==> src/rtl/apb_master_fsm_pkg.sv <==
// Shared types, widths and the slave address decode for the APB initiator.
package apb_master_pkg;

    localparam int unsigned ADDR_W    = 32;
    localparam int unsigned DATA_W    = 32;
    localparam int unsigned NSLV      = 4;
    localparam int unsigned REGION_W  = 6;
    localparam int unsigned SEL_IDX_W = $clog2(NSLV);

    // Slave n occupies region SLV_BASE_REGION + n, each SLV_SPAN bytes wide.
    localparam logic [REGION_W-1:0] SLV_BASE_REGION = 6'h20;
    localparam logic [ADDR_W-1:0]   SLV_BASE_ADDR   = 32'h8000_0000;
    localparam logic [ADDR_W-1:0]   SLV_SPAN        = 32'h0400_0000;

    typedef enum logic [1:0] {
        IDLE   = 2'd0,
        SETUP  = 2'd1,
        ACCESS = 2'd2,
        ERR    = 2'd3
    } state_t;

    typedef struct packed {
        logic            hit;
        logic [NSLV-1:0] sel;
    } dec_t;

    function automatic dec_t apb_decode(input logic [REGION_W-1:0] region);
        logic [REGION_W-1:0] off;
        dec_t                d;
        off   = region - SLV_BASE_REGION;
        d.hit = (32'(off) < NSLV);
        d.sel = d.hit ? (NSLV'(1) << off[SEL_IDX_W-1:0]) : '0;
        return d;
    endfunction

endpackage

==> src/rtl/apb_master_fsm_if.sv <==
// Request/response handshake and APB bus signals of the bridge's APB initiator.
interface apb_master_fsm_if;
    import apb_master_pkg::*;

    logic              req_valid;
    logic              req_ready;
    logic              req_write;
    logic [ADDR_W-1:0] req_addr;
    logic [DATA_W-1:0] req_wdata;
    logic              rsp_valid;
    logic              rsp_err;
    logic [DATA_W-1:0] rsp_rdata;
    logic [NSLV-1:0]   PSELx;
    logic              PENABLE;
    logic              PWRITE;
    logic [ADDR_W-1:0] PADDR;
    logic [DATA_W-1:0] PWDATA;
    logic [DATA_W-1:0] PRDATA;

    modport master (
        input  req_valid, req_write, req_addr, req_wdata, PRDATA,
        output req_ready, rsp_valid, rsp_err, rsp_rdata,
               PSELx, PENABLE, PWRITE, PADDR, PWDATA
    );

    modport slave (
        output req_valid, req_write, req_addr, req_wdata, PRDATA,
        input  req_ready, rsp_valid, rsp_err, rsp_rdata,
               PSELx, PENABLE, PWRITE, PADDR, PWDATA
    );

endinterface

==> src/rtl/apb_master_fsm.sv <==
// APB initiator: accepts one request per handshake, runs SETUP/ACCESS on the
// decoded slave (or a one-cycle ERR for unmapped addresses), returns one response.
module apb_master_fsm
    import apb_master_pkg::*;
(
    input  logic             HCLK,
    input  logic             HRESETn,
    apb_master_fsm_if.master bus
);

    state_t            r_state;
    logic [NSLV-1:0]   r_psel;
    logic              r_penable;
    logic              r_pwrite;
    logic [ADDR_W-1:0] r_paddr;
    logic [DATA_W-1:0] r_pwdata;
    logic              r_rsp_valid;
    logic              r_rsp_err;
    logic [DATA_W-1:0] r_rsp_rdata;

    dec_t w_dec;
    logic w_ready;
    logic w_accept;

    assign w_dec    = apb_decode(bus.req_addr[ADDR_W-1 -: REGION_W]);
    assign w_ready  = HRESETn && (r_state != SETUP);
    assign w_accept = bus.req_valid && w_ready;

    always_ff @(posedge HCLK) begin
        if (!HRESETn) begin
            r_state     <= IDLE;
            r_psel      <= '0;
            r_penable   <= 1'b0;
            r_pwrite    <= 1'b0;
            r_paddr     <= '0;
            r_pwdata    <= '0;
            r_rsp_valid <= 1'b0;
            r_rsp_err   <= 1'b0;
            r_rsp_rdata <= '0;
        end else begin
            r_rsp_valid <= 1'b0;
            r_rsp_err   <= 1'b0;
            r_rsp_rdata <= '0;
            case (r_state)
                SETUP: begin
                    r_state   <= ACCESS;
                    r_penable <= 1'b1;
                end
                default: begin
                    // IDLE, ACCESS and ERR all retire the previous transfer and may accept the next.
                    if (r_state == ACCESS) begin
                        r_rsp_valid <= 1'b1;
                        r_rsp_rdata <= r_pwrite ? '0 : bus.PRDATA;
                    end
                    if (r_state == ERR) begin
                        r_rsp_valid <= 1'b1;
                        r_rsp_err   <= 1'b1;
                    end
                    r_state   <= IDLE;
                    r_psel    <= '0;
                    r_penable <= 1'b0;
                    if (w_accept) begin
                        if (w_dec.hit) begin
                            r_state  <= SETUP;
                            r_psel   <= w_dec.sel;
                            r_paddr  <= bus.req_addr;
                            r_pwrite <= bus.req_write;
                            if (bus.req_write) begin
                                r_pwdata <= bus.req_wdata;
                            end
                        end else begin
                            r_state <= ERR;
                        end
                    end
                end
            endcase
        end
    end

    assign bus.req_ready = w_ready;
    assign bus.rsp_valid = r_rsp_valid;
    assign bus.rsp_err   = r_rsp_err;
    assign bus.rsp_rdata = r_rsp_rdata;
    assign bus.PSELx     = r_psel;
    assign bus.PENABLE   = r_penable;
    assign bus.PWRITE    = r_pwrite;
    assign bus.PADDR     = r_paddr;
    assign bus.PWDATA    = r_pwdata;

endmodule

==> src/flat_wrapper.sv <==
// flat-port wrapper written by rule: the top's interface ports become plain ports
module apb_master_fsm_flat import apb_master_pkg::*;
  (HCLK, HRESETn, bus_req_valid, bus_req_write, bus_req_addr, bus_req_wdata, bus_PRDATA, bus_req_ready, bus_rsp_valid, bus_rsp_err, bus_rsp_rdata, bus_PSELx, bus_PENABLE, bus_PWRITE, bus_PADDR, bus_PWDATA);
  apb_master_fsm_if bus_i ();
  input  logic HCLK;
  input  logic HRESETn;
  input wire logic [$bits(bus_i.req_valid)-1:0] bus_req_valid;
  input wire logic [$bits(bus_i.req_write)-1:0] bus_req_write;
  input wire logic [$bits(bus_i.req_addr)-1:0] bus_req_addr;
  input wire logic [$bits(bus_i.req_wdata)-1:0] bus_req_wdata;
  input wire logic [$bits(bus_i.PRDATA)-1:0] bus_PRDATA;
  output wire logic [$bits(bus_i.req_ready)-1:0] bus_req_ready;
  output wire logic [$bits(bus_i.rsp_valid)-1:0] bus_rsp_valid;
  output wire logic [$bits(bus_i.rsp_err)-1:0] bus_rsp_err;
  output wire logic [$bits(bus_i.rsp_rdata)-1:0] bus_rsp_rdata;
  output wire logic [$bits(bus_i.PSELx)-1:0] bus_PSELx;
  output wire logic [$bits(bus_i.PENABLE)-1:0] bus_PENABLE;
  output wire logic [$bits(bus_i.PWRITE)-1:0] bus_PWRITE;
  output wire logic [$bits(bus_i.PADDR)-1:0] bus_PADDR;
  output wire logic [$bits(bus_i.PWDATA)-1:0] bus_PWDATA;
  assign bus_i.req_valid = bus_req_valid;
  assign bus_i.req_write = bus_req_write;
  assign bus_i.req_addr = bus_req_addr;
  assign bus_i.req_wdata = bus_req_wdata;
  assign bus_i.PRDATA = bus_PRDATA;
  assign bus_req_ready = bus_i.req_ready;
  assign bus_rsp_valid = bus_i.rsp_valid;
  assign bus_rsp_err = bus_i.rsp_err;
  assign bus_rsp_rdata = bus_i.rsp_rdata;
  assign bus_PSELx = bus_i.PSELx;
  assign bus_PENABLE = bus_i.PENABLE;
  assign bus_PWRITE = bus_i.PWRITE;
  assign bus_PADDR = bus_i.PADDR;
  assign bus_PWDATA = bus_i.PWDATA;
  apb_master_fsm u_core (.HCLK(HCLK), .HRESETn(HRESETn), .bus(bus_i));
endmodule
==> config.mk <==
export PLATFORM = sky130hd
export DESIGN_NAME = apb_master_fsm_flat
export DESIGN_NICKNAME = d
export VERILOG_FILES = /design/src/rtl/apb_master_fsm_pkg.sv /design/src/rtl/apb_master_fsm_if.sv /design/src/rtl/apb_master_fsm.sv /design/src/flat_wrapper.sv
export SDC_FILE = /design/constraint.sdc
export NUM_CORES = 1
export LEC_CHECK = 0
export ABC_AREA = 0
export BUFFER_PORTS_ARGS = -buffer_cell sky130_fd_sc_hd__buf_2
export CAP_MARGIN = 30
export CORE_MARGIN = 4
export CORE_UTILIZATION = 30
export CTS_CLUSTER_DIAMETER = 60
export DETAILED_ROUTE_END_ITERATION = 16
export PLACE_DENSITY_LB_ADDON = 0.1
export SLEW_MARGIN = 5
export SYNTH_ARGS = -nofsm -noshare
export SYNTH_HDL_FRONTEND = slang
export SYNTH_SLANG_ARGS = --single-unit
==> constraint.sdc <==
create_clock -name HCLK -period 1.2 [get_ports HCLK]
set_clock_uncertainty 0.1 [all_clocks]
set_input_delay 0 -clock HCLK [delete_from_list [all_inputs] [get_ports HCLK]]
set_output_delay 0 -clock HCLK [all_outputs]
set_load 0.02 [all_outputs]
==> results.cfg <==
[yosys]
synth_cell_types = 27
synth_compound_area_share_pct = 14.0
synthMuxAreaShare_pct = 8.15
syn_nets = 483
yosysWarnings = 0
synthAdderAreaFrac_pct = 0
synthSimpleGateAreaFrac_pct = 17.3
syn-instance-count = 383
yosysTopAreaCellShare_pct = 54.0
seq_area_frac_synth_pct = 54.0
yosys-top-cells-area = dfxtp_1 (54%), o31ai_2 (9.2%), mux2i_1 (8.1%)
synth_xor_area_share_pct = 0
syn_avg_cell_area_um2 = 10.3
synth_seq_cells = 106
synth_top_family_by_area = simple AND/OR/NAND/NOR gates
yosys.area.top_type = dfxtp_1
synth.cell_area_um2 = 3930

[die]
die_height_um = 122
start_util_pct = 30.9
core_area_um2 = 12700
ioPinCount = 205
die-width_um = 122
num_rows = 41
die_area_um2 = 15000

[pwr]
combPwrFrac_pct = 13.0
p_leak_uw = 0.00338
p_int_uw = 5890
vdd_drop_max_mv = 0.559
power_frac_clock_pct = 40.2
powerDensity_nw_per_um2 = 1110
pwr-share-seq_pct = 46.8
power.net_switching_uw = 1790
p_sw_share_pct = 23.3

[placed_design]
gp_congestion = 0.758
portBuffers = 204
dp_hpwl_mm = 8.26
dp_worst_setup_slack_ns = -0.266
dp.cells = 756

[cts]
cts.path.max_buffers = 2
htree_levels = 3
cts_hold_buf = 93
clk_latency_ns = 0.34
clkTransAtPathRegs_ns = 0.07
clockRootBuffer = clkbuf_16
cts_buffers = 9
cts_tree = yes
clock_sinks = 106

[critical_path]
cp.depth = 5
rrSetupSlack_ns = -0.12
cp_top_family = buffers and inverters
cp.required_ns = 1.10
start_kind = flip-flop
cp.arrival_ns = 1.22
path_class = reg2out
path_cells = buf_6, nor2b_4, buf_8, nor2_2, buf_6
worst_path_max_delay_cell = dfxtp_2
endpoint_kind = primary output
critPathBufInv = 3
reg2reg_to = u_core.bus.PSELx[0]$_SDFFE_PN0N_
timing.rr.start = u_core.r_state[1]$_SDFF_PN0_
critPathMaxFanout = 3
rr_worst_depth = 6
crit_top_cell = buf_6
slowest_delay_ns = 0.32

[run_status]
status = complete, but fails checks
violations = hold timing, setup timing

[timing]
timing.hold.ws_ns = -0.118
period_needed_ns = 1.32
setup_slack_ns = -0.121
period_share_pct = 110
final_max_slew_viol_count = 0
grt_setup_unrepaired = true
max-slew-margin-rel_pct = 68.0
max_freq_ghz = 0.757
hold_violations = 1
tightest_slew_ns = 0.480
setup_violations = 99
setup_tns_ns = -6.07

[global_route]
grt_max_degree = 49
grt_remaining_overflow = 0
grt_usage_pct = 16.8
grt_pass1_wl_mm = 19.7
grt_pass1_vias = 4099
grt_antenna_before_repair = 0

[finish]
fin_cells = 870
drive_gt1_share_pct = 42.9
final_nets = 793
fill_cells = 1166
area_growth_pct = 76.3
final_util_pct = 54.5

[routing]
wirelength_mm = 13.0
drc = 0
via_per_inst = 4.48
vias = 3899
ant_nets = 0
first_iter_violations = 142
avgRoutedWirePerCell_um = 14.9
first_pass_iters = 4

[hold_path]
holdPathStages = 2
hold_class = in2reg
hold_end = u_core.bus.rsp_valid$_SDFF_PN0_
min_from = HRESETn

[run]
cap_viol_max_count = 0
==> sequential cells by signal, indices dropped and copies added (netlist names) <==
register              flops
u_core.bus.PADDR         32
u_core.bus.PENABLE        1
u_core.bus.PSELx          4
u_core.bus.PWDATA        32
u_core.bus.PWRITE         1
u_core.bus.rsp_err        1
u_core.bus.rsp_rdata     32
u_core.bus.rsp_valid      1
u_core.r_state            2
==> area by class of cell <==
class | count | area (um2) | area share (%)
repair buffers | 334 | 2410 | 34.7
inverters | 22 | 82.6 | 1.19
multi-input cells | 220 | 1790 | 25.8
well taps | 172 | 215 | 3.10
clock buffers | 12 | 267 | 3.84
clock inverters | 3 | 46.3 | 0.668
flip-flops and latches | 106 | 2120 | 30.6
diodes | 1 | 2.50 | 0.0361
==> Yosys cell counts, drive strengths merged <==
library cell    n
a21o            1
a21oi          30
a22o            2
and2           34
and3            4
buf            20
clkbuf         15
dfxtp         106
inv            22
mux2i          32
nand2          46
nand2b          1
nand3           2
nand4          29
nor2            3
nor2b           1
nor3b           1
nor4            1
nor4b           1
o21ai           1
o2bb2ai         1
o31ai          29
or4b            1
==> power groups by stage <==
stage          Sequential, uW  Clock (uW)  Combinational [uW]
3_3_place_gp             3670           0                 666
5_1_grt                  3600        3310                1070
2_1_floorplan            3740           0                 244
3_5_place_dp             3670           0                 669
4_1_cts                  3590        3190                 937
6_report                 3590        3080                 998
==> repair_timing <==
item / CTS / global route
gates cloned: 1 / 2
hold endpoints to repair: 98 / 1
pin swaps: 6 / 18
resized for setup: 13 / 29
buffers inserted: 2 / 0
endpoints found under the setup margin: 101 / 103
==> worst max path at each step <==
| stage | start | to |
|---|---|---|
| 5_1_grt | u_core.r_state[1]$_SDFF_PN0_ | bus_req_ready |
| 2_1_floorplan | u_core.r_state[0]$_SDFF_PP0_ | u_core.bus.PADDR[10]$_SDFFE_PN0P_ |
| 6_report | u_core.r_state[1]$_SDFF_PN0_ | bus_req_ready |
| 3_5_place_dp | bus_req_addr[28] | u_core.bus.PSELx[2]$_SDFFE_PN0N_ |
| 3_3_place_gp | bus_req_addr[28] | u_core.bus.PSELx[0]$_SDFFE_PN0N_ |
| 4_1_cts | u_core.r_state[1]$_SDFF_PN0_ | bus_req_ready |
==> cell families (layout without fill, tap and decap cells) <==
group | Yosys count | in the layout
buf+inv | 57 | 371
flops | 106 | 106
simple gates | 124 | 124
other cells | 0 | 1
mux | 32 | 32
compound gates | 64 | 64
==> layer usage <==
| metal | share of wire, % | vias to the layer above | GRT usage [%] |
|---|---|---|---|
| li1 | - | 1934 | - |
| met1 | 40 | 1803 | 18.7 |
| met5 | 0 | - | 0 |
| met3 | 6.3 | 26 | 3.64 |
| met4 | 2.6 | 0 | 8.40 |
| met2 | 51 | 136 | 29.9 |
==> metrics by stage <==
step           power, uW  area, um2  hold slack, ns
6_report            7680       6930          -0.118
5_1_grt             7980       6930          -0.103
4_1_cts             7720       6680          -0.125
3_5_place_dp        4340       5340           0.102
3_3_place_gp        4340       5340          0.0997
2_1_floorplan       3990       3970         -0.0123
==> layout by cell type, fill, tap and decap left out, types with 2 or more instances in the layout <==
master / synthesis / layout
clkbuf_8: 0 / 3
and2_1: 34 / 34
o31ai_4: 0 / 19
a21oi_2: 0 / 2
buf_12: 0 / 7
buf_4: 1 / 20
dfxtp_1: 106 / 105
buf_2: 13 / 203
buf_6: 3 / 7
a22o_1: 2 / 2
and3_1: 4 / 4
mux2i_1: 32 / 32
nor2_2: 0 / 2
o31ai_2: 29 / 10
nand2_1: 46 / 45
inv_1: 22 / 22
nand4_1: 28 / 28
a21oi_1: 30 / 28
dlygate4sd3_1: 0 / 93
clkbuf_16: 0 / 11
(Power assumes the default switching activity.)
